File: src/rtl/dmem_dump_if.sv
// Bus between the post-execution dump transmitter, data memory read port,
// the UART transmitter and the top-level status/trigger signals.
interface dmem_dump_if;
    logic        CPU_finish_execution;
    logic        transmitter_buffer_full;
    logic [7:0]  dump_read_data;
    logic [31:0] dump_read_address;
    logic        DMEM_transmit_request;
    logic [7:0]  DMEM_data_transmit;
    logic [31:0] DMEM_transmit_address;
    logic        dump_busy;
    logic        dump_done;

    modport master (
        input  CPU_finish_execution,
        input  transmitter_buffer_full,
        input  dump_read_data,
        output dump_read_address,
        output DMEM_transmit_request,
        output DMEM_data_transmit,
        output DMEM_transmit_address,
        output dump_busy,
        output dump_done
    );

    modport slave (
        output CPU_finish_execution,
        output transmitter_buffer_full,
        output dump_read_data,
        input  dump_read_address,
        input  DMEM_transmit_request,
        input  DMEM_data_transmit,
        input  DMEM_transmit_address,
        input  dump_busy,
        input  dump_done
    );
endinterface

File: src/rtl/dmem_dump_transmitter.sv
// Walks a fixed DMEM window after the core halts and streams each byte to the
// UART transmitter, one byte per WAIT/SEND/GAP round, honouring buffer-full.
module dmem_dump_transmitter #(
    parameter logic [31:0] DUMP_START_ADDRESS = 32'h0000_0000,
    parameter int unsigned DUMP_LENGTH        = 256
) (
    input  logic         clk,
    input  logic         SYS_reset,
    dmem_dump_if.master  bus
);
    localparam logic [15:0] LEN16 = 16'(DUMP_LENGTH);

    typedef enum logic [2:0] {
        ST_IDLE = 3'd0,
        ST_WAIT = 3'd1,
        ST_SEND = 3'd2,
        ST_GAP  = 3'd3,
        ST_DONE = 3'd4
    } state_t;

    state_t      state_q, state_d;
    logic [31:0] ptr_q, ptr_d;
    logic [15:0] count_q, count_d;
    logic        req_q, req_d;
    logic [7:0]  data_q, data_d;
    logic [31:0] taddr_q, taddr_d;
    logic        busy_q, busy_d;
    logic        done_q, done_d;

    // Next-state and registered-output logic for the dump sequencer
    always_comb begin
        state_d = state_q;
        ptr_d   = ptr_q;
        count_d = count_q;
        req_d   = 1'b0;
        data_d  = data_q;
        taddr_d = taddr_q;
        busy_d  = busy_q;
        done_d  = done_q;
        case (state_q)
            ST_IDLE: begin
                if (bus.CPU_finish_execution) begin
                    if (LEN16 == 16'd0) begin
                        state_d = ST_DONE;
                        busy_d  = 1'b0;
                        done_d  = 1'b1;
                    end else begin
                        state_d = ST_WAIT;
                        busy_d  = 1'b1;
                    end
                end else begin
                    state_d = ST_IDLE;
                end
            end
            ST_WAIT: begin
                if (!bus.transmitter_buffer_full) begin
                    state_d = ST_SEND;
                    data_d  = bus.dump_read_data;
                    taddr_d = ptr_q;
                    req_d   = 1'b1;
                end else begin
                    state_d = ST_WAIT;
                end
            end
            ST_SEND: begin
                ptr_d   = ptr_q + 32'd1;
                count_d = count_q + 16'd1;
                state_d = ST_GAP;
            end
            // Count already includes the byte just sent, so compare directly
            ST_GAP: begin
                if (count_q == LEN16) begin
                    state_d = ST_DONE;
                    busy_d  = 1'b0;
                    done_d  = 1'b1;
                end else begin
                    state_d = ST_WAIT;
                end
            end
            ST_DONE: begin
                state_d = ST_DONE;
            end
            default: begin
                state_d = ST_IDLE;
            end
        endcase
    end

    // State and output registers with synchronous reset taking priority
    always_ff @(posedge clk) begin
        if (SYS_reset) begin
            state_q <= ST_IDLE;
            ptr_q   <= DUMP_START_ADDRESS;
            count_q <= 16'd0;
            req_q   <= 1'b0;
            data_q  <= 8'd0;
            taddr_q <= 32'd0;
            busy_q  <= 1'b0;
            done_q  <= 1'b0;
        end else begin
            state_q <= state_d;
            ptr_q   <= ptr_d;
            count_q <= count_d;
            req_q   <= req_d;
            data_q  <= data_d;
            taddr_q <= taddr_d;
            busy_q  <= busy_d;
            done_q  <= done_d;
        end
    end

    assign bus.dump_read_address     = ptr_q;
    assign bus.DMEM_transmit_request = req_q;
    assign bus.DMEM_data_transmit    = data_q;
    assign bus.DMEM_transmit_address = taddr_q;
    assign bus.dump_busy             = busy_q;
    assign bus.dump_done             = done_q;
endmodule
File: src/flat_wrapper.sv
// flat-port wrapper written by rule: the top's interface ports become plain ports
module dmem_dump_transmitter_flat 
#(
    parameter logic [31:0] DUMP_START_ADDRESS = 32'h0000_0000,
    parameter int unsigned DUMP_LENGTH        = 256
)
  (clk, SYS_reset, bus_CPU_finish_execution, bus_transmitter_buffer_full, bus_dump_read_data, bus_dump_read_address, bus_DMEM_transmit_request, bus_DMEM_data_transmit, bus_DMEM_transmit_address, bus_dump_busy, bus_dump_done);
  dmem_dump_if bus_i ();
  input  logic clk;
  input  logic SYS_reset;
  input wire logic [$bits(bus_i.CPU_finish_execution)-1:0] bus_CPU_finish_execution;
  input wire logic [$bits(bus_i.transmitter_buffer_full)-1:0] bus_transmitter_buffer_full;
  input wire logic [$bits(bus_i.dump_read_data)-1:0] bus_dump_read_data;
  output wire logic [$bits(bus_i.dump_read_address)-1:0] bus_dump_read_address;
  output wire logic [$bits(bus_i.DMEM_transmit_request)-1:0] bus_DMEM_transmit_request;
  output wire logic [$bits(bus_i.DMEM_data_transmit)-1:0] bus_DMEM_data_transmit;
  output wire logic [$bits(bus_i.DMEM_transmit_address)-1:0] bus_DMEM_transmit_address;
  output wire logic [$bits(bus_i.dump_busy)-1:0] bus_dump_busy;
  output wire logic [$bits(bus_i.dump_done)-1:0] bus_dump_done;
  assign bus_i.CPU_finish_execution = bus_CPU_finish_execution;
  assign bus_i.transmitter_buffer_full = bus_transmitter_buffer_full;
  assign bus_i.dump_read_data = bus_dump_read_data;
  assign bus_dump_read_address = bus_i.dump_read_address;
  assign bus_DMEM_transmit_request = bus_i.DMEM_transmit_request;
  assign bus_DMEM_data_transmit = bus_i.DMEM_data_transmit;
  assign bus_DMEM_transmit_address = bus_i.DMEM_transmit_address;
  assign bus_dump_busy = bus_i.dump_busy;
  assign bus_dump_done = bus_i.dump_done;
  dmem_dump_transmitter #(.DUMP_START_ADDRESS(DUMP_START_ADDRESS), .DUMP_LENGTH(DUMP_LENGTH)) u_core (.clk(clk), .SYS_reset(SYS_reset), .bus(bus_i));
endmodule
File: config.mk
export PLATFORM = sky130hd
export DESIGN_NAME = dmem_dump_transmitter_flat
export DESIGN_NICKNAME = d
export VERILOG_FILES = /design/src/rtl/dmem_dump_if.sv /design/src/rtl/dmem_dump_transmitter.sv /design/src/flat_wrapper.sv
export SDC_FILE = /design/constraint.sdc
export NUM_CORES = 1
export LEC_CHECK = 0
export ABC_AREA = 1
export CAP_MARGIN = 20
export CELL_PAD_IN_SITES_DETAIL_PLACEMENT = 1
export CELL_PAD_IN_SITES_GLOBAL_PLACEMENT = 1
export CORE_MARGIN = 4
export CORE_UTILIZATION = 45
export DETAILED_ROUTE_END_ITERATION = 6
export DONT_BUFFER_PORTS = 1
export PLACE_DENSITY = 0.9
export SYNTH_ARGS = -nofsm -noshare
export SYNTH_HDL_FRONTEND = slang
export SYNTH_SLANG_ARGS = --single-unit
File: constraint.sdc
create_clock -name clk -period 4 [get_ports clk]
set_input_delay 0.4 -clock clk [delete_from_list [all_inputs] [get_ports clk]]
set_output_delay 0.4 -clock clk [all_outputs]
set_load 0.02 [all_outputs]
==> run metrics <==
status=complete, no violations; Worst R2R Setup Slack=roughly 2.0 ns; Max VDD drop=0.197 mV; post-synthesis sequential area ratio=44.4%; CTS Buf Count=9; hold_sp=SYS_reset; number of fill cells in the layout=1225; Worst Path Buf+Inv=2; worst skew pair latency=approximately 0.37 ns; post_cts resized=0; Worst Hold End=u_core.count_q[13]$_SDFFE_PP0P_; Vias/cell=between 5 and 6; area of the multi-input gates=a little under 2000 um2; mux cell area share after synthesis=0%; Fin. Hold Viols=0; ranking of synthesized cells by area=dfxtp_1 (44%), nor2_1 (10%), nand2_1 (8.5%); die height=105 um; Worst Hold Class=input port to register; Port Buffers=0; Max Fclk=505 MHz; Final Max Tran Viols=0; CP Launch Type=register; register area=1880 um2; Most used DFF post-synth=dfxtp_1; worst hold slack=0.0948 ns; initial antenna violation count=0; Antenna Cells=0; I/O pins=between 80 and 90; H-tree levels=3; routed len/inst=16.9 um; Hold-fix buffers, CTS=0; clk buf depth=2; most frequent cell after synthesis=nor2_1; Max Clock Skew=0.00966 ns; switch share=28.1%; Pleak=0.00168 uW; top-area cell type share of the netlist area=between 40 and 50%; Rel. slew slack=38.8%; unrepaired setup endpoints after global routing=no; total iterations of the first detailed-routing run=4; CP delay by family, top=buffers and inverters; die width=105 um; clock power share=32.8%; crit end category=register; Placed Instances=704; Post-Synth Simple-Gate Area=31.3%; hold depth=1; flops & latches, synth=94; Switch Pwr=slightly below 500 uW; WS Path Type=register to register; global route overflow=0; Rows=35; number of DRC markers in iteration 0=roughly 240; Synth top cells by count=nor2_1 (115), nand2_1 (96), dfxtp_1 (94), inv_1 (75), o21ai_0 (55); antenna viol nets, final=0; final setup violation count=0; combinational share of power=6.4%; Crit Reg-Reg Startpoint=u_core.state_q[2]$_SDFF_PP0_; dpl hpwl=~8.9 mm; Internal=about 1200 uW; Detailed Route WL=12.2 mm; Max-Cap Viols=0; CP peak stage delay=between 0.6 and 0.7 ns; CTS clk-pin slew, worst paths=~0.090 ns; syn nets=627; Sum Neg Setup Slack=0 ns; share of async-settable or async-resettable flops after synthesis=0%; global placement routability congestion=0.841; Synth Area in Compound Gates=13.7%; RR Endpoint=u_core.bus.DMEM_transmit_address[13]$_SDFFE_PP0P_; Cell variety after synth=29; leading area contributor after synthesis=dfxtp_1; critical-path cell list=nor2_1, nand3_1, buf_4, inv_2, o21ai_0, a21oi_1; sequential share of power=approximately three fifths; path depth of the worst reg2reg path=6; fin cells=just over 700; Final period util=49.5%; Root Driver=clkbuf_8; Post-synth EDFFs=0; area of the core=about 9000 um2; Final min period=1.98 ns; critical path required time=4.29 ns; first-pass GRT wire length=20.1 mm; Worst Path Max Fanout=61; Yosys Warn Count=0; Initial Utilization=46.1%; main combinational cell family by area after synthesis=simple AND/OR/NAND/NOR gates; area grow syn2layout=5.60%; layout cells sized above 1=just over 6%; GRT Overall Usage=22.2%; largest net degree at the start of global routing=79; die footprint=about 11000 um2; Cell Area, Synth=4240 um2; layout net count=620; Synth Area per Inst=a little under 7 um2; vias in the first global route=roughly 4100; DRC viols=0; post-synthesis adder-cell area fraction=0.885%; Least-Margin Pin Slew=0.917 ns; total number of vias=3971; critical path's slowest cell=inv_2; Synth Area in XOR/XNOR=0.413%; Setup Fix Bufs, Post-CTS=0; instance area at placement=roughly 4300 um2; Syn Inst Count=around 610; CTS tree=done; crit path DAT=2.27 ns; clk sinks=94; PwrDens=383 nW/um2; Post-Layout Inst Area=4480 um2
## cells in the final DEF, fill, tap and decap left out
| master | synthesis | layout |
|---|---|---|
| buf_12 | 0 | 1 |
| clkbuf_8 | 0 | 9 |
| nor2_8 | 1 | 1 |
| nor4_2 | 1 | 1 |
| o21a_1 | 2 | 2 |
| nand3_2 | 2 | 2 |
| inv_6 | 0 | 1 |
| nand3_1 | 40 | 40 |
| inv_1 | 75 | 74 |
| nor3b_1 | 2 | 2 |
| ha_1 | 3 | 3 |
| o21ai_1 | 4 | 4 |
| clkinv_2 | 0 | 1 |
| a211oi_1 | 1 | 1 |
| buf_4 | 0 | 1 |
| clkinvlp_4 | 0 | 3 |
| o21ai_0 | 55 | 55 |
| dfxtp_1 | 94 | 94 |
| xnor2_1 | 1 | 1 |
| nand4_1 | 14 | 14 |
| nor3_1 | 17 | 17 |
| nand2_1 | 96 | 96 |
| nor2_1 | 115 | 115 |
| inv_2 | 5 | 6 |
| a21oi_1 | 50 | 50 |
| nand2_2 | 2 | 2 |
| o211ai_1 | 2 | 2 |
| nor3_2 | 1 | 1 |
| nor2_2 | 3 | 3 |
| xor2_1 | 1 | 1 |
| nor2_4 | 5 | 5 |
| clkbuf_1 | 10 | 1 |
## metrics by stage
| step | total power [uW] | setup WS (ns) | utilization, % |
|---|---|---|---|
| after floorplan | 1150 | 2.45 | - |
| after global placement | 1160 | 2.17 | 46.7 |
| after detailed placement | 1180 | 1.97 | 46.7 |
| after CTS | 1730 | 1.94 | 48.5 |
| after global routing | 1800 | 1.68 | 48.7 |
| final | 1710 | 2.02 | 48.7 |
## how the worst max path moves through the flow
stage / from / to / slack (ns) / depth (start not counted)
after floorplan: u_core.bus.dump_read_address[1]$_SDFFE_PP0P_ / u_core.bus.dump_read_address[18]$_SDFFE_PP0P_ / 2.45 / 8
after global placement: u_core.state_q[2]$_SDFF_PP0_ / u_core.bus.DMEM_transmit_address[13]$_SDFFE_PP0P_ / 2.17 / 6
after detailed placement: u_core.state_q[2]$_SDFF_PP0_ / u_core.bus.DMEM_transmit_address[13]$_SDFFE_PP0P_ / 1.97 / 6
after CTS: u_core.state_q[2]$_SDFF_PP0_ / u_core.bus.DMEM_transmit_address[0]$_SDFFE_PP0P_ / 1.94 / 6
after global routing: u_core.state_q[0]$_SDFF_PP0_ / u_core.bus.DMEM_transmit_address[30]$_SDFFE_PP0P_ / 1.68 / 7
final: u_core.state_q[2]$_SDFF_PP0_ / u_core.bus.DMEM_transmit_address[13]$_SDFFE_PP0P_ / 2.02 / 6
## kinds of logic after synthesis
logic type | count (synthesis)
simple gates | 299
compound gates | 114
fa+ha+maj | 3
xor+xnor | 2
buf+inv | 100
flops | 94
## flip-flops by register name (all words and copies together), names as in the netlist
signal and flops:
u_core.bus.dump_read_address 32, u_core.count_q 16, u_core.bus.DMEM_data_transmit 8, u_core.state_q 3, u_core.bus.dump_busy 1, u_core.bus.dump_done 1, u_core.bus.DMEM_transmit_address 32, u_core.bus.DMEM_transmit_request 1
## layer usage
metal,share of wire [%],track usage (%)
met1,44,28.9
met4,1.3,6.28
met5,0,0
met2,47,36.4
met3,7.3,5.62
## worst register-to-register path, stage by stage, from the launching register on
cell	delay (ns)
dfxtp_1	0.38
nor2_1	0.17
nand3_1	0.09
buf_4	0.21
inv_2	0.68
o21ai_0	0.23
a21oi_1	0.16
## power by group through the flow
stage                     combinational, uW  sequential (uW)  clock, uW
final                                   111             1040        563
after CTS                               111             1040        572
after floorplan                        91.4             1060          0
after global placement                 99.3             1060          0
after detailed placement                111             1060          0
after global routing                    131             1050        619
## cell type report
type / instances / share of cell area, %
clock buffer: 10 / 2.85
clock inverter: 5 / 0.810
inverter: 80 / 6.70
multi-input combinational: 418 / 43.9
sequential: 94 / 42.0
tap: 111 / 3.10
timing repair buffer: 2 / 0.614
Note: power is estimated with default switching activity, not from simulation.
